$ cat src/rtl/gpio_port.sv
// Memory-mapped GPIO port: per-pin data, direction and pad inversion,
// synchronised inputs with edge-triggered W1C interrupt status.
module gpio_port #(
  parameter int               WIDTH       = 8,
  parameter logic [WIDTH-1:0] RESET_OUT   = '0,
  parameter logic [WIDTH-1:0] RESET_DIR   = '1,
  parameter logic [WIDTH-1:0] INVERT_MASK = '0
) (
  input  logic             clk,
  input  logic             reset_n,
  input  logic [3:0]       addr,
  input  logic             wr_en,
  input  logic             rd_en,
  input  logic [WIDTH-1:0] wdata,
  output logic [WIDTH-1:0] rdata,
  output logic             rd_valid,
  input  logic [WIDTH-1:0] pin_in,
  output logic [WIDTH-1:0] pin_out,
  output logic [WIDTH-1:0] pin_oe,
  output logic             irq
);

  localparam logic [3:0] A_OUT  = 4'd0;
  localparam logic [3:0] A_DIR  = 4'd1;
  localparam logic [3:0] A_IN   = 4'd2;
  localparam logic [3:0] A_SET  = 4'd3;
  localparam logic [3:0] A_CLR  = 4'd4;
  localparam logic [3:0] A_TGL  = 4'd5;
  localparam logic [3:0] A_REN  = 4'd6;
  localparam logic [3:0] A_FEN  = 4'd7;
  localparam logic [3:0] A_STAT = 4'd8;

  logic [WIDTH-1:0] out_q;
  logic [WIDTH-1:0] dir_q;
  logic [WIDTH-1:0] rise_en;
  logic [WIDTH-1:0] fall_en;
  logic [WIDTH-1:0] stat_q;
  logic [WIDTH-1:0] sync1;
  logic [WIDTH-1:0] sync2;
  logic [WIDTH-1:0] prev;
  logic [WIDTH-1:0] rd_mux;
  logic [WIDTH-1:0] edge_ev;
  logic [WIDTH-1:0] w1c;

  assign pin_out = out_q ^ INVERT_MASK;
  assign pin_oe  = dir_q;
  assign irq     = |stat_q;

  assign edge_ev = (sync2 & ~prev & rise_en)
                 | (~sync2 & prev & fall_en);
  assign w1c = (wr_en && addr == A_STAT) ? wdata : '0;

  always_comb begin
    rd_mux = '0;
    case (addr)
      A_OUT:   rd_mux = out_q;
      A_DIR:   rd_mux = dir_q;
      A_IN:    rd_mux = sync2;
      A_REN:   rd_mux = rise_en;
      A_FEN:   rd_mux = fall_en;
      A_STAT:  rd_mux = stat_q;
      default: rd_mux = '0;
    endcase
  end

  always_ff @(posedge clk or negedge reset_n) begin
    if (!reset_n) begin
      out_q   <= RESET_OUT;
      dir_q   <= RESET_DIR;
      rise_en <= '0;
      fall_en <= '0;
    end else if (wr_en) begin
      case (addr)
        A_OUT:   out_q   <= wdata;
        A_DIR:   dir_q   <= wdata;
        A_SET:   out_q   <= out_q | wdata;
        A_CLR:   out_q   <= out_q & ~wdata;
        A_TGL:   out_q   <= out_q ^ wdata;
        A_REN:   rise_en <= wdata;
        A_FEN:   fall_en <= wdata;
        default: ;
      endcase
    end
  end

  // A new edge event on a bit overrides a same-cycle W1C of that bit
  always_ff @(posedge clk or negedge reset_n) begin
    if (!reset_n) begin
      sync1  <= '0;
      sync2  <= '0;
      prev   <= '0;
      stat_q <= '0;
    end else begin
      sync1  <= pin_in;
      sync2  <= sync1;
      prev   <= sync2;
      stat_q <= (stat_q & ~w1c) | edge_ev;
    end
  end

  always_ff @(posedge clk or negedge reset_n) begin
    if (!reset_n) begin
      rdata    <= '0;
      rd_valid <= 1'b0;
    end else begin
      rd_valid <= rd_en;
      if (rd_en) rdata <= rd_mux;
    end
  end

endmodule

$ cat config.mk
export PLATFORM = sky130hd
export DESIGN_NAME = gpio_port
export DESIGN_NICKNAME = d
export VERILOG_FILES = /design/src/rtl/gpio_port.sv
export SDC_FILE = /design/constraint.sdc
export NUM_CORES = 1
export LEC_CHECK = 0
export ABC_AREA = 1
export CELL_PAD_IN_SITES_DETAIL_PLACEMENT = 0
export CELL_PAD_IN_SITES_GLOBAL_PLACEMENT = 2
export CORE_MARGIN = 2
export CORE_UTILIZATION = 23
export CTS_BUF_LIST = sky130_fd_sc_hd__clkbuf_8 sky130_fd_sc_hd__clkbuf_16
export CTS_CLUSTER_SIZE = 10
export DETAILED_ROUTE_END_ITERATION = 10
export PLACE_DENSITY = 0.64
export SLEW_MARGIN = 20
export SYNTH_ARGS = -nofsm -noshare
export SYNTH_HDL_FRONTEND = slang
export SYNTH_SLANG_ARGS = --single-unit
export TNS_END_PERCENT = 100
$ cat constraint.sdc
create_clock -name clk -period 1.1 [get_ports clk]
set_input_delay 0.165 -clock clk [delete_from_list [all_inputs] [get_ports clk]]
set_output_delay 0.165 -clock clk [all_outputs]
set_load 0.01 [all_outputs]
==> results of run 1 <==
-- placed cells by master, fill, tap and decap left out, drive strengths merged --
cell type,synthesis,routed
inv,37,38
a31oi,3,3
bufinv,0,3
nand3,71,73
dlygate4sd3,0,1
o21ai,32,32
o211ai,5,5
clkdlybuf4s50,0,17
nand2,89,90
a21oi,8,8
buf,16,115
nor4,2,2
clkbuf,2,15
nand4,8,8
ha,16,16
clkdlybuf4s15,0,2
nor3,3,3
nand3b,4,4
clkinv,1,2
dfstp,8,8
dfrtp,65,65
nor2,54,54
dlygate4sd2,0,1
-- kinds of logic after synthesis --
| family | Yosys count | synth area share (%) |
|---|---|---|
| compound gates | 48 | 7.01 |
| buf+inv | 56 | 7.52 |
| flops | 73 | 50.2 |
| fa+ha+maj | 16 | 5.47 |
| simple gates | 231 | 29.8 |
-- per-layer routing --
| metal | part of all wire [%] | global-route usage [%] |
|---|---|---|
| met1 | 45 | 18.9 |
| met4 | 1.9 | 5.06 |
| met5 | 0 | 0 |
| met2 | 49 | 26.0 |
| met3 | 4.7 | 3.53 |
-- power by group through the flow --
stage                     Clock [uW]  Sequential, uW  Combinational (uW)
final                           3510            3410                2440
after global routing            3700            3450                2690
after CTS                       3630            3400                2290
after detailed placement           0            3460                1830
after global placement             0            3470                1800
after floorplan                    0            3460                 661
-- repair_timing --
item	CTS	global route
gates cloned	2	3
endpoints found under the setup margin	74	54
endpoints found under the hold margin	65	0
gates resized for setup	181	34
pin swaps	32	26
hold buffers	1	0
setup buffers	16	3
-- worst reg2reg max path: stages, from the launching register on --
cell and delay (ps):
dfrtp_1 400, buf_6 140, inv_4 50, ha_4 110, inv_1 40, nand3_1 80, nand4_1 100, nand2_1 60
nand2_1 50
-- stage by stage --
stage / instance area, sq um / hold slack (ps) / worst slack [ps] / setup TNS [ps]
after global placement: 4940 / 22.8 / -599 / -27550
final: 5840 / 208 / -379 / -1170
after CTS: 5660 / 204 / -401 / -1400
after floorplan: 3660 / -131 / 10.1 / 0
after detailed placement: 4940 / 26.9 / -606 / -28100
after global routing: 5840 / 237 / -438 / -2150
-- how the worst min path moves through the flow --
| stage | from | endpoint | slack (ps) | cells past startpoint |
|---|---|---|---|---|
| floorplan | reset_n | fall_en[0] | -130 | 0 |
| global placement | reset_n | sync2[4] | 20 | 1 |
| detailed placement | reset_n | sync2[4] | 30 | 1 |
| CTS | reset_n | fall_en[4] | 200 | 2 |
| global route | reset_n | prev[4] | 240 | 2 |
| finish | reset_n | sync2[4] | 210 | 2 |
-- layout make-up --
cell class | instances | area, sq um | area share, %
Inverter | 38 | 164 | 2.80
Tap cell | 216 | 270 | 4.62
Clock buffer | 11 | 253 | 4.32
Sequential cell | 73 | 1840 | 31.4
Clock inverter | 5 | 103 | 1.76
Multi-Input combinational cell | 298 | 1850 | 31.6
Timing Repair Buffer | 140 | 1370 | 23.4
-- state kept, by name, indices dropped and copies added (netlist names) --
name,count
rd_valid,1
rise_en,8
sync2,8
pin_out,8
rdata,8
fall_en,8
prev,8
sync1,8
pin_oe,8
stat_q,8
==> results.toml, run 1 <==
[run_status]
outcome = "finished, violations left"
violations = "setup timing"

[synth]
netlist_area_sq_um = 3660
synth_edf_count = 0
async_flop_share_pct = 100
yosysSeqAreaShare_pct = 50.2
synth_warnings = 0
synthesis.nets = 464
yosysTopAreaCellShare_pct = 44.5
synth.largest_area_cell = "dfrtp_1"
ys_seq_elements = 73
syn_avg_cell_area_sq_um = 8.63
ys.flop_type = "dfrtp_1"
synthTopCellsByArea = "dfrtp_1 (44%), nand3_1 (9.2%), nand2_1 (8.7%)"
post_synth_num_cell_types = 27
synthCells = 424
synthTopCellsByCount = "nand2_1 (85), nand3_1 (67), dfrtp_1 (65)"
post-synth-top-count-cell = "nand2_1"

[critical_path]
cpPeakStageDelay_ps = 410
worst_r2r_endpoint = "pin_out[6]"
crit_chain = "nor4_4, nand2_1, buf_2"
r2r_cells = 8
cpMaxStageDelayCell = "dfrtp_1"
critPathArrivalTime_ps = 1310
rrSetupSlack_ps = -40
cp-endpoint = "irq"
path_buf_inv = 1
crit_start = "stat_q[7]"
setup.worst_path.end_class = "output port"
cp.depth = 3
worstSetupPathType = "flip-flop to output port"
worstReg2RegStart = "pin_out[6]"
critPathTopFamily = "simple AND/OR/NAND/NOR gates"
crit_fanout = 2
cp.required_ps = 940
crit_path_start_kind = "flip-flop"

[timing]
skew_ps = 10.5
rsz0062_at_grt = "true"
fin_crit_sh_pct = 134
post-route-min-period_ps = 1480
slew_headroom_pct = 79.4
finalSetupViolations = 21
worst_slack_ps = -379
hold_viol = 0
tightest_slew_ps = 310
maxSlewViolCount = 0
max_freq_mhz = 676

[detailed_routing]
dr.pass1.iters = 5
wl_per_cell_microns = 16.1
vias = 3428
ant_nets = 0
drt_iter0_drc = 184
drc_errors = 0
via_per_inst = 4.39
routed_wl_microns = 12600

[global_route]
first_global_vias = 3517
grt_pass1_wl_microns = 19100
grt_usage_pct = 15.2
grt-ovfl-total = 0
grt_max_degree = 30
antenna_found_initial = 0

[clock_network]
clk_path_buf_depth = 2
path_clk_slew_ps = 60
htree_levels = 3
clock-sinks = 73
cts_tree = "done"
cts_root_buf = "clkbuf_16"
cts_buffers = 9
clk_latency_ps = 350

[place]
dp_hpwl_microns = 8190
port_buffers = 49
placed_cells = 740
place_congestion = 0.776

[pwr]
power_switching_uw = 2620
p_comb_share_pct = 26.0
p_seq_share_pct = 36.5
p_leak_uw = 0.00262
pwr-share-clk_pct = 37.5
power_density_nw_per_um2 = 1600
netSwitchingFraction_pct = 28.0
vdd_drop_max_uv = 753
internal-power_uw = 6740
finalPower_uw = 9360

[floorplan]
die_x_microns = 130
dieArea_sq_um = 16900
initial_core_util_pct = 23.3
ios = 50
core_sq_um = 15700
rows = 46
fp.dieH_microns = 130

[finish]
areaGrowthSynthToFinish_pct = 59.7
final_cells = 781
final_core_util_pct = 37.2
fillers = 1610
final_nets = 600
num_antenna_cells = 0
drive_gt1_share_pct = 38.1

[min_path]
min_path_type = "primary input to asynchronous set/reset pin"

[run]
max_cap_violations = 0
No activity file was read; power rests on OpenSTA's default activity.
==> inputs of run 2 (changes only) <==
--- a/config.mk
+++ b/config.mk
@@ -7,13 +7,13 @@
 export LEC_CHECK = 0
 export ABC_AREA = 1
 export CELL_PAD_IN_SITES_DETAIL_PLACEMENT = 0
-export CELL_PAD_IN_SITES_GLOBAL_PLACEMENT = 2
+export CELL_PAD_IN_SITES_GLOBAL_PLACEMENT = 1
 export CORE_MARGIN = 2
 export CORE_UTILIZATION = 23
 export CTS_BUF_LIST = sky130_fd_sc_hd__clkbuf_8 sky130_fd_sc_hd__clkbuf_16
 export CTS_CLUSTER_SIZE = 10
 export DETAILED_ROUTE_END_ITERATION = 10
-export PLACE_DENSITY = 0.64
+export PLACE_DENSITY = 0.54
 export SLEW_MARGIN = 20
 export SYNTH_ARGS = -nofsm -noshare
 export SYNTH_HDL_FRONTEND = slang
==> run 2 against run 1 <==
Effect of this change: the run still ends with setup timing left; worst hold slack gained 42 ps; clock power fell by 15%; setup slack lost 69 ps; fmax shrank 4.4%; register-to-register slack about the same; critical path depth rose by 1; combinational power shrank 6%; critical endpoint unchanged; largest cell class is now sequential cells.
==> results.toml, run 2 (synthesis gave the netlist of run 1 again) <==
[run_status]
outcome = "finished, violations left"
violations = "setup timing"

[pwr]
vdd_drop_max_uv = 784
p_leak_uw = 0.00253
power_density_nw_per_um2 = 1550

[floorplan]
rows = 46
core_sq_um = 15700
initial_core_util_pct = 23.3
dieArea_sq_um = 16900
die_x_microns = 130
ios = 50
fp.dieH_microns = 130

[timing]
slew_headroom_pct = 73.9
skew_ps = 6.31
fin_crit_sh_pct = 141
tightest_slew_ps = 392
max_freq_mhz = 646
hold_viol = 0
rsz0062_at_grt = "true"
maxSlewViolCount = 0
worst_slack_ps = -448
finalSetupViolations = 17
post-route-min-period_ps = 1550

[detailed_routing]
drc_errors = 0
wl_per_cell_microns = 15.3
ant_nets = 0
m1WireLength_microns = 5520
via_per_inst = 4.30
routed_wl_microns = 11800
wl_met2_microns = 5600
vias = 3311
top_layer = "met4"
drt_iter0_drc = 163
wl_met3_microns = 533
dr.pass1.iters = 4

[global_route]
first_global_vias = 3368
grt_pass1_wl_microns = 18500
grt-ovfl-total = 0
antenna_found_initial = 0
grt_max_degree = 26
grt_usage_pct = 14.8

[finish]
final_cells = 770
drive_gt1_share_pct = 35.2
num_antenna_cells = 0
final_nets = 589
final_core_util_pct = 35.6
final_cell_mix = "nand2_1 (83), dfrtp_1 (65), buf_4 (52), nand3_1 (50), nor2_1 (43)"
final_common_cell = "nand2_1"
areaGrowthSynthToFinish_pct = 53.0
fillers = 1602

[run]
max_cap_violations = 0

[clock_network]
path_clk_slew_ps = 60
clk_path_buf_depth = 2
cts_buffers = 9
cts_tree = "done"
clk_latency_ps = 350
htree_levels = 3
clock-sinks = 73
cts_root_buf = "clkbuf_16"

[critical_path]
worstSetupPathType = "flip-flop to output port"
critPathArrivalTime_ps = 1380
crit_fanout = 2
setup.worst_path.end_class = "output port"
cp.required_ps = 940
crit_path_start_kind = "flip-flop"

[place]
dp_hpwl_microns = 7970
place_congestion = 0.800
placed_cells = 740
port_buffers = 49
dp_slack_ps = -695

[min_path]
min_path_type = "primary input to flip-flop"
run 2: per-layer routing:
metal,track usage (%),vias to the layer above
li1,-,1648
met1,19.4,1588
met2,24.0,65
met3,4.06,10
met4,4.24,0
met5,0,-
run 2: path summary, 6_finish.rpt:
kind                                 start          to  slack (ps)  cells past startpoint
worst max register to register  pin_out[6]  pin_out[6]         -50                      7
worst max-delay path             stat_q[2]         irq        -450                      4
min in group asynchronous          reset_n  pin_out[6]         280                      2
worst min register to register    sync1[3]    sync2[3]         350                      0
worst min-delay path             pin_in[6]    sync1[6]         250                      1
max in group asynchronous          reset_n    sync1[3]         360                      3
run 2: final cells by class:
class | instances | area, sq um | share of cell area, %
Clock inverter | 7 | 70.1 | 1.25
Clock buffer | 9 | 225 | 4.02
Multi-Input combinational cell | 296 | 1780 | 31.8
Tap cell | 216 | 270 | 4.83
Timing Repair Buffer | 131 | 1250 | 22.4
Sequential cell | 73 | 1840 | 32.8
Inverter | 38 | 163 | 2.91
run 2: stage by stage:
stage | TNS (ps) | area (sq um) | hold slack (ps) | total power (uW)
final | -1130 | 5600 | 250 | 8700
after global placement | -28000 | 4950 | 125 | 5260
after detailed placement | -28700 | 4950 | 129 | 5300
after floorplan | 0 | 3660 | -131 | 4130
after global routing | -1980 | 5600 | 236 | 9200
after CTS | -1300 | 5490 | 239 | 8690
run 2: power by group:
group,internal (uW),switching [uW],total [uW]
logic,1220,1080,2300
registers,3100,293,3400
clock network,1760,1240,3000
run 2: worst max-delay path, stage by stage, from the launching register on:
cell and delay (ps):
dfrtp_1 390, nor4_2 310, buf_4 160, nand2_2 40, buf_6 130
run 2: timing repair:
item | CTS | global route
endpoints found under the hold margin | 14 | 0
resized for setup | 163 | 36
setup endpoints to repair | 74 | 39
gates cloned | 1 | 0
pin swaps | 29 | 34
hold buffers | 1 | 0
setup buffers | 13 | 1
